**src/rtl/mod_arith_pkg.sv**
```systemverilog
// Shared constants and types for the serial modular add/sub block.
// Holds op encodings, FSM state type and default sizing.
package mod_arith_pkg;

    localparam int DEF_WIDTH = 256;
    localparam int DEF_LIMB  = 64;

    localparam logic OP_ADD = 1'b0;
    localparam logic OP_SUB = 1'b1;

    typedef enum logic [1:0] {
        IDLE  = 2'd0,
        CALC  = 2'd1,
        FINAL = 2'd2,
        DONE  = 2'd3
    } state_t;

endpackage

```
**src/rtl/limb_addsub.sv**
```systemverilog
// One limb of add or subtract with 1-bit carry/borrow in and out.
// For subtract, o_cout is the borrow out of x - y - cin.
module limb_addsub #(
    parameter int LIMB = 64
) (
    input  logic [LIMB-1:0] i_x,
    input  logic [LIMB-1:0] i_y,
    input  logic            i_cin,
    input  logic            i_sub,
    output logic [LIMB-1:0] o_s,
    output logic            o_cout
);

    logic [LIMB:0] w_sum;
    logic [LIMB:0] w_x;
    logic [LIMB:0] w_y;
    logic [LIMB:0] w_c;

    assign w_x = {1'b0, i_x};
    assign w_y = {1'b0, i_y};
    assign w_c = {{LIMB{1'b0}}, i_cin};

    // Single adder/subtractor, bit LIMB carries the carry or borrow
    always_comb begin
        w_sum = '0;
        if (i_sub) begin
            w_sum = w_x - w_y - w_c;
        end else begin
            w_sum = w_x + w_y + w_c;
        end
    end

    assign o_s    = w_sum[LIMB-1:0];
    assign o_cout = w_sum[LIMB];

endmodule

```
**src/rtl/mod_addsub_serial.sv**
```systemverilog
// Limb-serial (a +/- b) mod p with valid/ready on both sides.
// Define MOD_ADDSUB_RANGE_CHECK_EN to build the a/b < p range check.
module mod_addsub_serial
    import mod_arith_pkg::*;
#(
    parameter int WIDTH = DEF_WIDTH,
    parameter int LIMB  = DEF_LIMB
) (
    input  logic             clk,
    input  logic             rst_n,
    input  logic             in_valid,
    output logic             in_ready,
    input  logic [WIDTH-1:0] a,
    input  logic [WIDTH-1:0] b,
    input  logic [WIDTH-1:0] p,
    input  logic             op,
    output logic             out_valid,
    input  logic             out_ready,
    output logic [WIDTH-1:0] result,
    output logic             range_err
);

    localparam int NLIMB = WIDTH / LIMB;
    localparam int IW    = (NLIMB > 1) ? $clog2(NLIMB) : 1;

    state_t           r_state;
    state_t           w_next;
    logic [IW-1:0]    r_idx;
    logic [WIDTH-1:0] r_a;
    logic [WIDTH-1:0] r_b;
    logic [WIDTH-1:0] r_p;
    logic [WIDTH-1:0] r_t1;
    logic [WIDTH-1:0] r_t2;
    logic [WIDTH-1:0] r_result;
    logic             r_op;
    logic             r_c1;
    logic             r_c2;

    logic             w_accept;
    logic             w_last;
    logic             w_sel_t2;
    logic [LIMB-1:0]  w_al;
    logic [LIMB-1:0]  w_bl;
    logic [LIMB-1:0]  w_pl;
    logic [LIMB-1:0]  w_t1l;
    logic [LIMB-1:0]  w_t2l;
    logic             w_c1n;
    logic             w_c2n;

    assign w_accept = in_valid && (r_state == IDLE);
    assign w_last   = (r_idx == IW'(NLIMB - 1));

    // Operand registers shift right, so the current limb is always at the bottom
    assign w_al = r_a[LIMB-1:0];
    assign w_bl = r_b[LIMB-1:0];
    assign w_pl = r_p[LIMB-1:0];

    // t1 = a +/- b, t2 = t1 -/+ p, both chains in the same cycle
    limb_addsub #(.LIMB(LIMB)) u_t1 (
        .i_x    (w_al),
        .i_y    (w_bl),
        .i_cin  (r_c1),
        .i_sub  (r_op == OP_SUB),
        .o_s    (w_t1l),
        .o_cout (w_c1n)
    );

    limb_addsub #(.LIMB(LIMB)) u_t2 (
        .i_x    (w_t1l),
        .i_y    (w_pl),
        .i_cin  (r_c2),
        .i_sub  (r_op == OP_ADD),
        .o_s    (w_t2l),
        .o_cout (w_c2n)
    );

    // Add: t2 when the sum overflowed or t1 >= p; sub: t2 when a < b
    assign w_sel_t2 = (r_op == OP_ADD) ? (r_c1 || !r_c2) : r_c1;

    // State register
    always_ff @(posedge clk or negedge rst_n) begin
        if (!rst_n) begin
            r_state <= IDLE;
        end else begin
            r_state <= w_next;
        end
    end

    // Next-state logic
    always_comb begin
        w_next = r_state;
        unique case (r_state)
            IDLE:    if (in_valid) w_next = CALC;
            CALC:    if (w_last) w_next = FINAL;
            FINAL:   w_next = DONE;
            DONE:    if (out_ready) w_next = IDLE;
            default: w_next = IDLE;
        endcase
    end

    // Handshake outputs decoded from state
    always_comb begin
        in_ready  = (r_state == IDLE);
        out_valid = (r_state == DONE);
    end

    // Limb-serial datapath, new limbs enter t1/t2 from the top
    always_ff @(posedge clk or negedge rst_n) begin
        if (!rst_n) begin
            r_idx    <= '0;
            r_a      <= '0;
            r_b      <= '0;
            r_p      <= '0;
            r_t1     <= '0;
            r_t2     <= '0;
            r_result <= '0;
            r_op     <= 1'b0;
            r_c1     <= 1'b0;
            r_c2     <= 1'b0;
        end else if (w_accept) begin
            r_idx <= '0;
            r_a   <= a;
            r_b   <= b;
            r_p   <= p;
            r_op  <= op;
            r_t1  <= '0;
            r_t2  <= '0;
            r_c1  <= 1'b0;
            r_c2  <= 1'b0;
        end else if (r_state == CALC) begin
            r_idx <= r_idx + 1'b1;
            r_a   <= r_a >> LIMB;
            r_b   <= r_b >> LIMB;
            r_p   <= r_p >> LIMB;
            r_t1  <= (r_t1 >> LIMB) | (WIDTH'(w_t1l) << (WIDTH - LIMB));
            r_t2  <= (r_t2 >> LIMB) | (WIDTH'(w_t2l) << (WIDTH - LIMB));
            r_c1  <= w_c1n;
            r_c2  <= w_c2n;
        end else if (r_state == FINAL) begin
            r_result <= w_sel_t2 ? r_t2 : r_t1;
        end
    end

    assign result = r_result;

`ifdef MOD_ADDSUB_RANGE_CHECK_EN
    logic r_ba;
    logic r_bb;
    logic r_err;

    // Borrow chains of a - p and b - p; no final borrow means x >= p
    always_ff @(posedge clk or negedge rst_n) begin
        if (!rst_n) begin
            r_ba  <= 1'b0;
            r_bb  <= 1'b0;
            r_err <= 1'b0;
        end else if (w_accept) begin
            r_ba  <= 1'b0;
            r_bb  <= 1'b0;
        end else if (r_state == CALC) begin
            r_ba <= (w_al < w_pl) || ((w_al == w_pl) && r_ba);
            r_bb <= (w_bl < w_pl) || ((w_bl == w_pl) && r_bb);
        end else if (r_state == FINAL) begin
            r_err <= !r_ba || !r_bb;
        end
    end

    assign range_err = r_err;
`else
    assign range_err = 1'b0;
`endif

endmodule

```
**config.mk**
```make
export PLATFORM = sky130hd
export DESIGN_NAME = mod_addsub_serial
export DESIGN_NICKNAME = d
export VERILOG_FILES = /design/src/rtl/mod_arith_pkg.sv /design/src/rtl/limb_addsub.sv /design/src/rtl/mod_addsub_serial.sv
export SDC_FILE = /design/constraint.sdc
export NUM_CORES = 2
export LEC_CHECK = 0
export CELL_PAD_IN_SITES_DETAIL_PLACEMENT = 1
export CELL_PAD_IN_SITES_GLOBAL_PLACEMENT = 1
export CORE_ASPECT_RATIO = 1.4
export CORE_MARGIN = 1.5
export CORE_UTILIZATION = 25
export CTS_CLUSTER_DIAMETER = 120
export DETAILED_ROUTE_END_ITERATION = 8
export GPL_TIMING_DRIVEN = 0
export HOLD_SLACK_MARGIN = 0.12
export PLACE_DENSITY = 0.54
export SLEW_MARGIN = 40
export SYNTH_ARGS = -nofsm -noshare
export SYNTH_HDL_FRONTEND = slang
export SYNTH_SLANG_ARGS = --single-unit
export TNS_END_PERCENT = 1
```
**constraint.sdc**
```tcl
create_clock -name clk -period 6.9 [get_ports clk]
set_input_delay 1.725 -clock clk [delete_from_list [all_inputs] [get_ports clk]]
set_output_delay 1.725 -clock clk [all_outputs]
set_load 0.05 [all_outputs]
```
After elaboration in Yosys (flattened, before gate mapping)

Cells that the tools add are included.

Bits of input ports: 773
Word-level logic and storage cells: 62
Output and inout port bits: 259
Flip-flop bits (word level): 1543

Eq/ne operators: 7
Muxes and demuxes: 24
Bitwise logic cells: 4
$add $sub $neg: 9
Reduce and logical (&&, ||, !) cells: 7

Operator list:

| operator                                      | number |
|---|---|
| 2-to-1 mux 256 bit                            | 11 |
| OR 192 x 256 -> 256 bit                       | 2 |
| adder 64 x 64 -> 65 bit                       | 2 |
| adder 65 x 1 -> 65 bit                        | 2 |
| 2-to-1 mux 65 bit                             | 2 |
| subtractor 64 x 64 -> 65 bit                  | 2 |
| subtractor 65 x 1 -> 65 bit                   | 2 |
| 2-to-1 mux 2 bit                              | 5 |
| case mux 2 bit (4 select lines)               | 1 |
| == test 2 bit, second input constant          | 3 |
| AND reduction 3 bit                           | 2 |
| 2-to-1 mux 1 bit                              | 5 |
| != test 2 bit, second input constant          | 2 |
| adder 2 x 1 -> 2 bit, second input constant   | 1 |
| == test 2 x 1 -> 1 bit, second input constant | 1 |
| zero test 2 bit                               | 1 |
| != test 2 x 1 -> 1 bit, second input constant | 1 |
| inverter 1 bit                                | 2 |
| nonzero test 2 bit                            | 1 |
| logical AND 1 bit                             | 1 |
| zero test 1 bit                               | 1 |
| logical OR 1 bit                              | 1 |

Longest topological paths before layout

Word-level depth: 9
Depth in mapped cells: 31
Depth with buffers taken out: 30

Hierarchy

From an unflattened synthesis, not the netlist that was laid out.

Cell total of the unflattened synthesis: 9336
Area, all modules: 85877.4 µm²

By module, submodules not included:

| module             | area an instance (µm²) | cells an instance | seq. area each (µm²) | instances |
|---|---|---|---|---|
| mod_addsub_serial  | 66675.2                | 6410              | 38612.0              | 1 |
| limb_addsub (u_t1) | 9821.9                 | 1505              | 0.0                  | 1 |
| limb_addsub (u_t2) | 9380.2                 | 1421              | 0.0                  | 1 |

Least setup slack after synthesis

No wires, ideal clock.

Path kind: register -> register
Start: reg r_a[0]
End: reg r_t2[250]
Path slack: 0.625 ns
Stages on the path, launching flop included: 29
Buffers on the path: 1
Setup time: 0.126 ns
Period minus slack after synthesis: 6.275 ns
Data arrival time: 6.148 ns
Data required time: 6.774 ns
Cells stage by stage: dfrtp_1 -> fa_1 -> inv_1 -> fa_1 -> o21bai_1 -> a221oi_2 -> nor3_2 -> o311ai_2 -> nand2_1 -> a211o_1 -> a311o_1 -> a311o_1 -> xnor2_1 -> mux2i_1 -> inv_1 -> ha_1 -> ha_1 -> clkbuf_1 -> nand2_1 -> o21ai_0 -> nor3_1 -> a2bb2oi_1 -> a31oi_2 -> o31ai_2 -> a21oi_2 -> o21ai_1 -> a21boi_0 -> mux2i_1 -> a221o_1

Longest elaborated chain between the ends: 9
Elaborated cells between the ends (all ways): 13
Classes of those cells: add/sub: 8; mux: 4; bitwise: 1

Ends and longest elaborated chain:

| item                                                                           | line                                 | RTL |
|---|---|---|
| from (decl)                                                                    | mod_addsub_serial.sv:29              | `logic [WIDTH-1:0] r_a;` |
| from (signal assigned)                                                         | mod_addsub_serial.sv:132             | `r_a <= r_a >> LIMB;` |
| adder 64 x 64 -> 65 bit / subtractor 64 x 64 -> 65 bit (equally long branches) | limb_addsub.sv:29, limb_addsub.sv:27 |  |
| adder 65 x 1 -> 65 bit / subtractor 65 x 1 -> 65 bit (equally long branches)   | limb_addsub.sv:29, limb_addsub.sv:27 |  |
| 2-to-1 mux 65 bit (*)                                                          | limb_addsub.sv:26                    | `if (i_sub) begin` |
| subtractor 64 x 64 -> 65 bit / adder 64 x 64 -> 65 bit (equally long branches) | limb_addsub.sv:27, limb_addsub.sv:29 |  |
| subtractor 65 x 1 -> 65 bit / adder 65 x 1 -> 65 bit (equally long branches)   | limb_addsub.sv:27, limb_addsub.sv:29 |  |
| 2-to-1 mux 65 bit (*)                                                          | limb_addsub.sv:26                    |  |
| OR 192 x 256 -> 256 bit (*)                                                    | mod_addsub_serial.sv:136             | `r_t2 <= (r_t2 >> LIMB) \| (WIDTH'(w_t2l) << (WIDTH - LIMB));` |
| 2-to-1 mux 256 bit (*)                                                         | mod_addsub_serial.sv:130             | `end else if (r_state == CALC) begin` |
| 2-to-1 mux 256 bit (*)                                                         | mod_addsub_serial.sv:120             | `end else if (w_accept) begin` |
| to (signal assigned)                                                           | mod_addsub_serial.sv:136             |  |
| to (decl)                                                                      | mod_addsub_serial.sv:33              | `logic [WIDTH-1:0] r_t2;` |

Mark *: on every way between the ends. The rest lies on a longest branch, timed or not. The select of a mux whose other input is x is not followed.
A chain may end at the register's enable or synchronous reset.

Worst setup path in the final report

Start: reg r_op
End: reg r_t2[249]

Longest elaborated chain between the ends: 7
Elaborated cells between the ends (all ways): 9
Classes of those cells: add/sub: 4; mux: 4; bitwise: 1

Ends and longest elaborated chain:

| item                                                                           | line                                 | RTL |
|---|---|---|
| from (decl)                                                                    | mod_addsub_serial.sv:35              | `logic r_op;` |
| from (signal assigned)                                                         | mod_addsub_serial.sv:125             | `r_op <= op;` |
| 2-to-1 mux 65 bit                                                              | limb_addsub.sv:26                    |  |
| subtractor 64 x 64 -> 65 bit / adder 64 x 64 -> 65 bit (equally long branches) | limb_addsub.sv:27, limb_addsub.sv:29 |  |
| subtractor 65 x 1 -> 65 bit / adder 65 x 1 -> 65 bit (equally long branches)   | limb_addsub.sv:27, limb_addsub.sv:29 |  |
| 2-to-1 mux 65 bit (*)                                                          | limb_addsub.sv:26                    |  |
| OR 192 x 256 -> 256 bit (*)                                                    | mod_addsub_serial.sv:136             |  |
| 2-to-1 mux 256 bit (*)                                                         | mod_addsub_serial.sv:130             |  |
| 2-to-1 mux 256 bit (*)                                                         | mod_addsub_serial.sv:120             |  |

Marks and branches as above.

==> results.json <==
{
  "slowest_stage": "a2111oi_2",
  "fin_area_um2": 110000,
  "dpl-instance-area_um2": 102000,
  "tritoncts": "built",
  "area_delta_synth_final_pct": 31.3,
  "critical_path.max_fanout": 10,
  "startpoint": "r_op$_DFFE_PN0P_",
  "setup_tns_ns": 0,
  "drc": 174,
  "drive_gt1_frac": 0.0877,
  "critPathCaptureType": "register",
  "syn_nets": 10411,
  "ys.flop_type": "dfrtp_1",
  "fmax_mhz": 147,
  "async_reset_ff_frac": 1.00,
  "violations": "DRC",
  "cts_sinks": 1543,
  "tightestPinTransition_ns": 0.888,
  "status": "finished, violations left",
  "dieArea_um2": 339000,
  "finalNetCount": 11745,
  "die_w_um": 493,
  "ant_nets": 0,
  "dr.first_iter.drc_count": 3987,
  "cp_common_cell": "clkbuf_2",
  "cp_slowest_stage_delay_ns": 0.75,
  "die_h_um": 688,
  "ys_seq_area_frac": 0.460,
  "grt_max_degree": 111,
  "synth_cell_type_count": 107,
  "setup_viol": 0,
  "ys_ff_latch": 1543,
  "grt_overflow": 0,
  "critPathKind": "register to register",
  "netlist_top_cells_count": "nand2_1 (1,702), dfrtp_1 (1,543), mux2i_1 (1,012)",
  "timing.final.crit_share": 0.986,
  "worstHoldStart": "r_a[251]$_DFFE_PN0P_",
  "synth_top_area_share": 0.460,
  "grtUsageTotal": 0.248,
  "min_period_ns": 6.80,
  "cts_inserted_buffers": 182,
  "cts_buffer_depth": 4,
  "rsz0062_at_grt": "true",
  "rows": 251,
  "required_ns": 7.64,
  "worstSkewPairLatency_ns": 0.90,
  "antenna_found_initial": 108,
  "grt_pass1_wl_um": 606000,
  "synth_top_area_cell": "dfrtp_1",
  "timing.rr.start": "r_op$_DFFE_PN0P_",
  "startpoint_type": "register",
  "totalWireLength_um": 430000,
  "via_per_inst": 4.91,
  "coreArea_um2": 334000,
  "synth_area_leaders": "dfrtp_1 (46%), mux2i_1 (12%), nand2_1 (7.6%), ha_1 (5.7%), o21ai_0 (5.6%)",
  "gp_congestion": 0.896,
  "slew_violations": 0,
  "vias": 74502,
  "wire_per_inst_um": 28.3,
  "port_buffers": 1030,
  "min_path_type": "register to register",
  "start_util": 0.251,
  "io_pins": 1032,
  "finalHoldViolCount": 0,
  "cts_root_buffer": "clkbuf_16",
  "finClkSkew_ns": 0.0594,
  "grt_pass1_vias": 81460,
  "htree_num_levels": 4,
  "maxSlewHeadroom": 0.404,
  "dp_hpwl_um": 360000,
  "avgSynthCellArea_um2": 9.07,
  "synth-edff-count": 0,
  "synthCells": 9249,
  "finalCoreUtilization": 0.330,
  "syn_area_um2": 83900,
  "cp_cell_sequence": "buf_2 > clkbuf_2 > clkbuf_2 > buf_16 > clkdlybuf4s15_1 > nand2_1 > o21ai_1 > ha_1 > a21o_1 > a31o_1 > a2111oi_2 > nor4_2 > o31a_1 > buf_12 > o311ai_4 > nand2_2 > a31oi_4 > o21bai_1 > xor2_1 > a221o_1",
  "yosysWarnings": 0,
  "firstDrtPassIters": 9,
  "yosysMostFrequentCell": "nand2_1",
  "cts_hold_buf": 0,
  "clk_pin_slew_ns": 0.07,
  "maxCapViolCount": 0,
  "arrival_ns": 7.54
}
final timing paths:
check	end	slack (ns)	depth (start not counted)
max	r_t2[249]$_DFFE_PN0P_	0.1	20
min	r_a[251]$_DFFE_PN0P_	0.50	2
max reg2reg	r_t2[249]$_DFFE_PN0P_	0.1	20
min reg2reg	r_a[251]$_DFFE_PN0P_	0.50	2
max in group asynchronous	r_b[204]$_DFFE_PN0P_	3.25	6
min in group asynchronous	result[124]$_DFFE_PN0P_	0.75	1
kinds of logic after synthesis:
group / share of synthesized area
compound gates: 0.144
xor+xnor: 0.0229
fa+ha+maj: 0.0587
buf+inv: 0.0435
flops: 0.460
mux: 0.122
other cells: 0.0000447
simple gates: 0.149
routing by layer:
| layer | up-vias | share of wire | global-route usage |
|---|---|---|---|
| li1 | 34458 | - | - |
| met1 | 37636 | 0.39 | 0.279 |
| met2 | 1649 | 0.52 | 0.464 |
| met3 | 641 | 0.042 | 0.0400 |
| met4 | 118 | 0.041 | 0.0924 |
| met5 | - | 0.0017 | 0 |
area by class of cell:
| type | count | area, µm² |
|---|---|---|
| diodes | 36 | 90.1 |
| plain buffers | 566 | 2400 |
| clock buffers | 249 | 5200 |
| clock inverters | 56 | 717 |
| fillers | 38181 | 224000 |
| inverters | 376 | 1410 |
| multi-input cells | 6738 | 43600 |
| flip-flops and latches | 1543 | 38600 |
| well taps | 4427 | 5540 |
| repair buffers | 1176 | 12500 |
state kept, by name, summed over array words and instances, names as in the netlist:
| name | cells |
|---|---|
| r_a | 256 |
| r_t1 | 256 |
| r_b | 256 |
| result | 256 |
| r_c1 | 1 |
| r_c2 | 1 |
| r_idx | 2 |
| r_state | 2 |
| r_p | 256 |
| r_op | 1 |
| r_t2 | 256 |
stage by stage:
| step | setup slack, ns | hold WS [ns] | cells |
|---|---|---|---|
| 6_report | 0.0977 | 0.499 | 15167 |
| 4_1_cts | -0.0773 | 0.504 | 15109 |
| 3_3_place_gp | -69.04 | 0.487 | 14706 |
| 2_1_floorplan | 0.625 | 0.466 | 9249 |
| 3_5_place_dp | -1.95 | 0.490 | 14765 |
| 5_1_grt | -0.0680 | 0.524 | 15142 |
timing repair:
action | CTS | global route
hold endpoints to repair | 0 | 0
endpoints found under the setup margin | 45 | 34
pin swaps | 73 | 84
setup buffers | 52 | 35
gates resized for setup | 272 | 134
worst max-delay path: cells and delay by family, from the launching register on:
kind / cells / cell delay, ns
AOI/OAI and AO/OA: 9 / 2.95
xor gates and xnor gates: 1 / 0.15
adders and majority gates: 1 / 0.44
buffers and inverters: 6 / 2.28
DFF: 1 / 0.32
and+or+nand+nor: 3 / 0.46
cells in the final DEF, fill, tap and decap left out, types with 28 or more instances in the layout:
cell type,synthesis,layout
a211oi_1,56,48
a21o_1,112,112
a21oi_1,324,287
a21oi_2,3,30
a31oi_1,286,277
buf_1,62,33
buf_16,0,46
buf_2,5,29
buf_4,1,83
clkbuf_1,522,384
clkbuf_16,0,184
clkbuf_2,1,135
clkbuf_8,0,36
clkdlybuf4s50_1,0,1029
dfrtp_1,1543,1540
diode_2,0,36
ha_1,381,331
inv_1,370,367
mux2i_1,1012,998
nand2_1,1702,1696
nand3_1,131,128
nand4_1,53,53
nor2_1,933,920
nor3_1,57,46
nor4_1,42,33
o21ai_0,945,897
o21ai_1,21,30
o21ai_2,3,28
o21bai_1,48,45
xnor2_1,151,138
xor2_1,68,64
Power is left out: the tool's default activity adds up to more than one toggle a clock period on the data nets, which glitch-free logic cannot reach.
